### src/rtl/seq_bin2bcd_multi.sv
// Multi-channel sequential binary-to-BCD converter (double dabble, one bit per clock)
// with valid/ready handshakes, per-channel overflow and optional saturation.
module seq_bin2bcd_multi #(
   parameter int unsigned WIDTH    = 6,
   parameter int unsigned DIGITS   = 2,
   parameter int unsigned NCH      = 4,
   parameter int unsigned SATURATE = 0
) (
   input  logic                     clk,
   input  logic                     rst_n,
   input  logic                     in_valid,
   output logic                     in_ready,
   input  logic [NCH*WIDTH-1:0]     bin_in,
   output logic                     out_valid,
   input  logic                     out_ready,
   output logic [NCH*DIGITS*4-1:0]  bcd_out,
   output logic [NCH-1:0]           ovf,
   output logic                     busy
);

   localparam int unsigned DW   = DIGITS * 4;
   localparam int unsigned SW   = DW + WIDTH;
   localparam int unsigned CHW  = (NCH > 1) ? $clog2(NCH) : 1;
   localparam int unsigned CNTW = $clog2(WIDTH + 1);

   typedef enum logic [1:0] {IDLE, CONV, DONE} state_t;

   state_t                 state;
   logic [NCH*WIDTH-1:0]   bin_q;
   logic [SW-1:0]          sr;
   logic [CHW-1:0]         ch;
   logic [CNTW-1:0]        cnt;
   logic                   flag;

   logic [DW-1:0]          corr;
   logic [SW-1:0]          sr_shift;
   logic                   flag_nxt;
   logic [DW-1:0]          slot_val;
   logic                   last_bit;
   logic [CHW-1:0]         ch_inc;
   logic [WIDTH-1:0]       chan_nxt;

   // Add-3 correction of every digit, shift, overflow capture and next-channel select
   always_comb begin
      corr = '0;
      for (int unsigned d = 0; d < DIGITS; d++) begin
         if (sr[WIDTH + 4*d +: 4] >= 4'd5)
            corr[4*d +: 4] = sr[WIDTH + 4*d +: 4] + 4'd3;
         else
            corr[4*d +: 4] = sr[WIDTH + 4*d +: 4];
      end
      sr_shift = {corr[DW-2:0], sr[WIDTH-1:0], 1'b0};
      // A set MSB in the top corrected digit is a carry lost past the last digit
      flag_nxt = flag | corr[DW-1];
      slot_val = ((SATURATE != 0) && flag_nxt) ? {DIGITS{4'h9}} : sr_shift[SW-1:WIDTH];
      last_bit = (cnt == CNTW'(WIDTH - 1));
      ch_inc   = ch + CHW'(1);
      chan_nxt = '0;
      for (int unsigned c = 0; c < NCH; c++) begin
         if (CHW'(c) == ch_inc)
            chan_nxt = bin_q[c*WIDTH +: WIDTH];
      end
   end

   // Control FSM and datapath registers; all outputs registered
   always_ff @(posedge clk or negedge rst_n) begin
      if (!rst_n) begin
         state     <= IDLE;
         in_ready  <= 1'b1;
         out_valid <= 1'b0;
         busy      <= 1'b0;
         bcd_out   <= '0;
         ovf       <= '0;
         bin_q     <= '0;
         sr        <= '0;
         ch        <= '0;
         cnt       <= '0;
         flag      <= 1'b0;
      end else begin
         case (state)
            IDLE: begin
               if (in_valid && in_ready) begin
                  bin_q    <= bin_in;
                  ch       <= '0;
                  cnt      <= '0;
                  sr       <= {DW'(0), bin_in[WIDTH-1:0]};
                  flag     <= 1'b0;
                  in_ready <= 1'b0;
                  busy     <= 1'b1;
                  state    <= CONV;
               end
            end
            CONV: begin
               sr   <= sr_shift;
               flag <= flag_nxt;
               cnt  <= cnt + CNTW'(1);
               if (last_bit) begin
                  for (int unsigned c = 0; c < NCH; c++) begin
                     if (CHW'(c) == ch) begin
                        bcd_out[c*DW +: DW] <= slot_val;
                        ovf[c]              <= flag_nxt;
                     end
                  end
                  cnt  <= '0;
                  flag <= 1'b0;
                  // Next channel loads on the same edge so there is no bubble
                  if (ch != CHW'(NCH - 1)) begin
                     ch <= ch_inc;
                     sr <= {DW'(0), chan_nxt};
                  end else begin
                     out_valid <= 1'b1;
                     state     <= DONE;
                  end
               end
            end
            DONE: begin
               if (out_ready) begin
                  out_valid <= 1'b0;
                  busy      <= 1'b0;
                  in_ready  <= 1'b1;
                  state     <= IDLE;
               end
            end
            default: state <= IDLE;
         endcase
      end
   end

endmodule

### config.mk
export PLATFORM = sky130hd
export DESIGN_NAME = seq_bin2bcd_multi
export DESIGN_NICKNAME = d
export VERILOG_FILES = /design/src/rtl/seq_bin2bcd_multi.sv
export SDC_FILE = /design/constraint.sdc
export NUM_CORES = 1
export LEC_CHECK = 0
export CAP_MARGIN = 20
export CELL_PAD_IN_SITES_DETAIL_PLACEMENT = 0
export CELL_PAD_IN_SITES_GLOBAL_PLACEMENT = 1
export CORE_UTILIZATION = 30
export CTS_CLUSTER_SIZE = 28
export DETAILED_ROUTE_END_ITERATION = 6
export DONT_BUFFER_PORTS = 1
export PLACE_DENSITY = 0.59
export SLEW_MARGIN = 20
export SYNTH_ARGS = -nofsm -noshare
export SYNTH_HDL_FRONTEND = slang
export SYNTH_SLANG_ARGS = --single-unit
### constraint.sdc
create_clock -name clk -period 1.7 [get_ports clk]
set_input_delay 0.17 -clock clk [delete_from_list [all_inputs] [get_ports clk]]
set_output_delay 0.17 -clock clk [all_outputs]
set_load 0.03 [all_outputs]
; Word level (Yosys, flattened, before mapping)
; Cells that the tools add are included.
[classes]
add_sub_neg = 4
n_mul = 0
div = 0
order_cmp = 2
eq_ne = 15
n_shift = 0
muxes = 33
bitwise = 1
n_reduce_logical = 17
[ops]
columns = operator, count
row1 = $mux W14, 3
row2 = $pmux W14 S2, 1
row3 = $mux W6, 4
row4 = $reduce_and A3 Y1, 5
row5 = $mux W2, 7
row6 = $ne A2 B2 Y1 const B, 6
row7 = $reduce_and A4 Y1, 3
row8 = $add A4 B2 Y4 const B, 2
row9 = $eq A2 B2 Y1 const A, 4
row10 = $ge A4 B3 Y1 const B, 2
row11 = $mux W4, 2
row12 = $pmux W1 S2, 4
row13 = $mux W1, 7
row14 = $logic_not A2 Y1, 3
row15 = $mux W3, 2
row16 = $pmux W2 S3, 1
row17 = $pmux W3 S2, 1
row18 = $reduce_bool A2 Y1, 3
row19 = $eq A1 B2 Y1 const A, 2
row20 = $pmux W2 S2, 1
row21 = $reduce_and A2 Y1, 2
row22 = $add A3 B1 Y3 const B, 1
row23 = $eq A3 B3 Y1 const B, 1
row24 = $add A2 B1 Y2 const B, 1
row25 = 4 further kinds, 4
[word_totals]
reg_bits = 85
latch_bits = 0
ram_bits = 0
romBits = 0
input_bits = 28
output_inout_bits = 39
elab_cells = 89
mem_count = 0

; Longest topological paths before layout
[logic_depth]
ltp_word = 9
mapped_depth = 7
mapped_depth_nobuf = 6

; Worst setup path after synthesis
; Ideal clock, no wire load.
[synth_path]
path_type = flip-flop to flip-flop
from = reg in_ready
to = reg flag
setup_ps = 120
arrival_time_ps = 1660
t_required_ps = 1580
path_slack_ps = -80
stages_incl_launch_ff = 6
path_buffers = 1
synth_period_minus_slack_ps = 1780
cell_sequence = dfstp_2 > nand3b_1 > or2_2 > clkbuf_1 > and3_1 > a31o_2
[synth_between]
elab_chain_len = 3
[synth_rtl]
columns = element, line
row1 = "start, declared", 12  ; output logic in_ready,
row2 = "start signal, assigned", 69  ; in_ready <= 1'b1;
row3 = "start signal, assigned", 88  ; in_ready <= 1'b0;
row4 = "start signal, assigned", 120  ; in_ready <= 1'b1;
row5 = $logic_and A1 B1 Y1, 82  ; if (in_valid && in_ready) begin
row6 = $ne A2 B2 Y1 (no source line), -
row7 = $reduce_and A2 Y1 (no source line), -
row8 = "end signal, assigned", 95  ; flag <= flag_nxt;
row9 = "end, declared", 33  ; logic flag;
; Every way passes these cells.
; A chain may end at the register's enable or synchronous reset.

; Worst setup path in the final report
[layout_path]
from = reg cnt[1]
to = reg bcd_out[20]
[layout_between]
elab_chain_len = 2
[layout_rtl]
columns = element, line
row1 = "start, declared", 32  ; logic [CNTW-1:0] cnt;
row2 = "start signal, assigned", 96  ; cnt <= cnt + CNTW'(1);
row3 = $eq A3 B3 Y1, 56  ; last_bit = (cnt == CNTW'(WIDTH - 1));
row4 = $reduce_and A3 Y1 (no source line), -
row5 = "end signal, assigned by index", 100  ; bcd_out[c*DW +: DW] <= slot_val;
row6 = "end, declared", 16  ; output logic [NCH*DIGITS*4-1:0] bcd_out,
; Every way passes these cells.

==> results.json <==
{
  "grt_overflow": 0,
  "layout-drive-gt1-share_pct": 26.2,
  "swShare_pct": 38.1,
  "ir_drop_uv": 664,
  "power_frac_comb_pct": 32.6,
  "synth_area_per_cell_sq_um": 10.9,
  "initial_core_util_pct": 31.3,
  "ioPinCount": 67,
  "setup_tns_ps": 0,
  "clock_sinks": 85,
  "fin_crit_sh_pct": 97.1,
  "outcome": "complete, but fails checks",
  "cts_tree": "built",
  "antenna_cells": 0,
  "worst_slack_ps": 49.3,
  "setup_violations": 0,
  "yosysUniqueCellTypes": 39,
  "powerDensity_nw_per_um2": 1880,
  "violations": "hold timing",
  "fillers": 1256,
  "synth-edff-count": 0,
  "dp.cells": 541,
  "rsz0062_at_grt": "yes",
  "hold_buffers": 26,
  "pwr-share-seq_pct": 44.2,
  "cts_buffer_depth": 2,
  "num_rows": 40,
  "final_core_util_pct": 40.1,
  "crit_arrival_ps": 1880,
  "critPathRequiredTime_ps": 1930,
  "async_reset_ff_share_pct": 100,
  "placed_area_sq_um": 4280,
  "grt_pass1_wl_um": 14900,
  "wl_per_cell_um": 15.6,
  "grt_max_degree": 86,
  "numPortBuffers": 0,
  "ys_seq_area_share_pct": 55.5,
  "via_per_inst": 4.79,
  "p_leak_nw": 2.35,
  "worst-setup-path-type": "flip-flop to flip-flop",
  "min_period_ps": 1650,
  "stdcell_area_sq_um": 4910,
  "totalWireLength_um": 9100,
  "grtUsageTotal_pct": 15.0,
  "dieHeight_um": 115,
  "p_sw_mw": 3.51,
  "drcViolationCount": 0,
  "worstSetupEndpointType": "flip-flop",
  "ys.flop_type": "dfrtp_1",
  "num-nets-final": 450,
  "clkPwrFrac_pct": 23.2,
  "min_path_type": "input pin to asynchronous set/reset pin",
  "grt_antenna_before_repair": 0,
  "cts_buffers": 9,
  "drt_pre_antenna_iters": 4,
  "cp_max_fo": 9,
  "max_slew.worst_pin.slew_ps": 424,
  "synth_cells": 351,
  "htreeDepth": 3,
  "startpoint_type": "flip-flop",
  "core_area_sq_um": 12300,
  "fin_cells": 584,
  "fp.dieArea_sq_um": 13200,
  "syn-num-nets": 390,
  "timing.hold.ws_ps": -488,
  "ant_nets": 0,
  "dp_worst_setup_slack_ps": -14.6,
  "multi_input_area_sq_um": 1660,
  "grt_pass1_vias": 2877,
  "p_total_mw": 9.21,
  "relSlewSlack_pct": 71.6,
  "dr.first_iter.drc_count": 105,
  "clock_latency_ps": 350,
  "synth_area_sq_um": 3840,
  "fin_worst_skew_ps": 8.93,
  "cellInternalPower_mw": 5.71,
  "clk_pin_slew_ps": 70,
  "maxCapViolCount": 0,
  "dp_hpwl_um": 6330,
  "syn2layout_area_growth_pct": 28.0,
  "slew_violations": 0,
  "cts-root-buf": "clkbuf_16",
  "timing.final.hold_violations": 85,
  "yosys_warnings": 0,
  "vias": 2799,
  "fmax_mhz": 606,
  "seq_area_sq_um": 2130,
  "fp.dieW_um": 115,
  "synth-seq-cells": 85,
  "place_congestion": 0.794
}
[placed cells by master, fill, tap and decap left out, drive strengths merged, types with 11 or more instances in the layout]
cell type,count
dfrtp,84
mux2,36
buf,36
inv,12
nor2,13
dlygate4sd3,26
nand2,90
ha,11
o21ai,12
nand2b,11
[cells in the mapped netlist (6+ instances only)]
cell type  count  area, sq um
a21oi_1        9         45.0
a22o_1         9         78.8
clkbuf_1      11         41.3
dfrtp_1       84         2100
ha_1          11          138
inv_1         10         37.5
mux2_2        36          405
nand2_1       87          327
nand2b_1      11         68.8
nor2_1        11         41.3
o21ai_0       12         60.1
o221ai_1      10         87.6
o22a_1         6         52.6
[critical path: stages (launching register included)]
cell,delay [ps]
dfrtp_1,400
or3b_4,420
nor2_4,180
nand2_2,210
mux2_2,320
[routing by layer]
metal / vias to the layer above / part of all wire, % / global-route usage, %
met5: - / 0 / 0
met4: 0 / 1.2 / 5.19
met3: 10 / 6.4 / 5.11
met2: 70 / 50 / 26.1
met1: 1379 / 43 / 17.2
li1: 1340 / - / -
[power groups by stage]
| stage | Sequential, mW | Clock [mW] | Combinational, mW |
|---|---|---|---|
| floorplan | 3.91 | 0 | 1.93 |
| detailed placement | 4.11 | 0 | 2.88 |
| CTS | 4.08 | 2.22 | 2.95 |
| global placement | 4.11 | 0 | 2.81 |
| global route | 4.18 | 2.31 | 3.38 |
| finish | 4.07 | 2.14 | 3.00 |
[flip-flops by register name, indices dropped and copies added (netlist names)]
name and cells:
bcd_out 32, flag 1, ovf 4, sr 14, bin_q 24, state 2
out_valid 1, ch 2, busy 1, in_ready 1, cnt 3
[path summary, 6_finish.rpt]
path	from	slack (ps)	end	cells after the start
worst max register to register	cnt[1]	50	bcd_out[20]	4
worst min register to register	bin_q[17]	490	bin_q[17]	2
worst min-delay path	rst_n	-490	flag	0
max in group asynchronous	rst_n	2010	in_ready	0
min in group clk	out_ready	50	out_valid	3
worst max-delay path	cnt[1]	50	bcd_out[20]	4
[cell families (layout without fill, tap and decap cells)]
group | count (synthesis) | in the layout | share of synthesized area [%]
compound gates | 60 | 60 | 11.5
xor+xnor | 2 | 2 | 0.457
simple gates | 132 | 132 | 15.5
buf+inv | 23 | 88 | 2.45
flops | 85 | 85 | 55.5
mux | 38 | 38 | 11.1
fa+ha+maj | 11 | 11 | 3.59
[timing repair]
| item | 4_1_cts | 5_1_grt |
|---|---|---|
| pin swaps | 0 | 3 |
| setup endpoints to repair | 12 | 39 |
| gates resized for setup | 2 | 12 |
| endpoints found under the hold margin | 111 | 85 |
| gates cloned | 0 | 0 |
| setup buffers | 0 | 1 |
[layout make-up]
class	instances	share of cell area (%)
Inverter	10	0.764
Clock buffer	10	4.66
Tap cell	168	4.28
Sequential cell	85	43.3
Multi-Input combinational cell	243	33.7
Clock inverter	6	1.91
Timing Repair Buffer	62	11.3
No activity file was read; power rests on OpenSTA's default activity.
==> patch, RTL diff (same flow settings) <==
Make the reset (`rst_n`) synchronous in one clocked block.
--- a/src/rtl/seq_bin2bcd_multi.sv
+++ b/src/rtl/seq_bin2bcd_multi.sv
@@ -64,5 +64,5 @@
 
    // Control FSM and datapath registers; all outputs registered
-   always_ff @(posedge clk or negedge rst_n) begin
+   always_ff @(posedge clk) begin
       if (!rst_n) begin
          state     <= IDLE;
Formal check against the unedited RTL: differs if rst_n is asserted again (counterexample within 4 cycles, from zero or initial values and one cycle with rst_n low); with rst_n held inactive, the same outputs for 10 cycles.
==> patch against the original RTL <==
  * Cell count is 4.6% higher
  * Final area is 4.9% lower
  * Synthesized area is 5.2% lower
  * Routed wire length is 5.5% higher
  * The flow finishes with violations (design-rule violations)
  * Sequential share of layout area is 6.8 points lower
  * Worst setup slack worse by 0.015 ns
  * Die area is 5.2% lower
  * Utilization is 0.18 points higher
  * Fmax is 0.89% lower
  * Sequential cell count stayed put
  * Clock skew is 0.00053 ns lower
Power is not compared: it rests on default switching activity, and its combinational part moved more than twofold at a synthesized area within 25%.
==> patch: results <==
[synth]
synth-xor-area-share_pct = 0.4818
synth_compound_area_share_pct = 21.06
ys_seq_area_share_pct = 46.80
synth_fa_ha_area_share_pct = 3.785
postSynth.asyncResetShare_pct = 0
synthTopCellsByArea = "dfxtp_1 47%, a21oi_1 8.3%, nand2_1 7.6%"
synth_fp_nets = 469

[placed_design]
dp_worst_setup_slack_ns = -0.08739
gp_congestion = 0.8475
placed_cell_area_mm2 = 0.003920

[layout]
fin_cells = 611
fillers = 1198

[detailed_routing]
wl_per_cell_um = 15.70
drc_errors = 6
vias_per_cell = 5.015
drt_iter0_drc = 102

[global_routing]
grt_usage_pct = 16.08
grt_pass1_wl_um = 15650
grt_util_met1_pct = 20.18
grt_use_met3_pct = 3.996

[critical_path]
r2r_end = "sr[2]"
r2r_start = "ch[0]"
reg2regPathDepth = 7

[run_status]
status = "finished with violations"
violations = "design-rule violations"

[min_path]
hold_class = "in2reg"

[sta]
worst_slew_pin_slew_ns = 0.4284
patch: cell count changes in the layout (fill, tap and decap cells not counted), moves of 11 or more:
cell,change
nor2_1,+16
mux2_2,-34
a211oi_1,+13
dfrtp_1,-84
nand2_1,-13
o22ai_1,+19
buf_4,-11
a21oi_1,+47
dfxtp_1,+83
patch: worst max-delay path by stage:
| stage | startpoint | end | slack (ns) | cells past startpoint |
|---|---|---|---|---|
| after global routing | ch[0] | sr[3] | -0.04 | 7 |
| after CTS | ch[0] | sr[3] | 0.0006 | 6 |
| final | ch[0] | sr[2] | 0.03 | 7 |
| after detailed placement | ch[0] | sr[4] | -0.09 | 6 |
| after floorplan | ch[1] | sr[3] | 0.007 | 7 |
| after global placement | ch[0] | sr[4] | 0.003 | 6 |
patch: power groups by stage:
| stage | logic, uW | clock network [uW] | registers (uW) |
|---|---|---|---|
| CTS | 357 | 2050 | 2110 |
| global route | 421 | 2130 | 2120 |
| global placement | 287 | 0 | 2160 |
| detailed placement | 290 | 0 | 2160 |
| floorplan | 219 | 0 | 2140 |
| finish | 372 | 1970 | 2110 |
patch: metal layers:
layer | vias to the layer above | share of wire (%) | wire length (um)
met1 | 1420 | 47 | 4497
met5 | - | 0 | 0
li1 | 1580 | - | -
met3 | 4 | 4.1 | 394
met2 | 60 | 48 | 4627
met4 | 0 | 0.79 | 76
patch: layout make-up:
type	instances	area (um^2)	share of cell area [%]
clock buffer	9	225.2	4.821
clock inverter	6	72.57	1.553
tap	143	178.9	3.830
sequential	85	1707	36.53
inverter	16	60.06	1.285
timing repair buffer	57	578.1	12.37
multi-input combinational	295	1851	39.61
patch: worst max-delay path, stage by stage, from the launching register on:
cell,delay (ns)
dfxtp_4,0.39
buf_6,0.11
ha_4,0.13
nor3b_4,0.19
buf_6,0.15
a21oi_2,0.05
a221o_1,0.32
a221oi_2,0.24
patch: logic make-up after synthesis:
family | after synthesis
xor+xnor | 2
simple gates | 145
fa+ha+maj | 11
flops | 85
buf+inv | 50
compound gates | 130
mux | 7
patch: timing repair:
item,4_1_cts,5_1_grt
hold endpoints to repair,55,0
setup buffers,0,4
resized for setup,6,30
hold buffers,25,0
setup endpoints to repair,5,31
pin swaps,1,11
patch: per-stage QoR:
step,TNS (ns),total power (uW)
6_report,0,4449
2_1_floorplan,0,2361
3_5_place_dp,-0.3647,2446
3_3_place_gp,0,2442
4_1_cts,0,4511
5_1_grt,-0.1279,4673
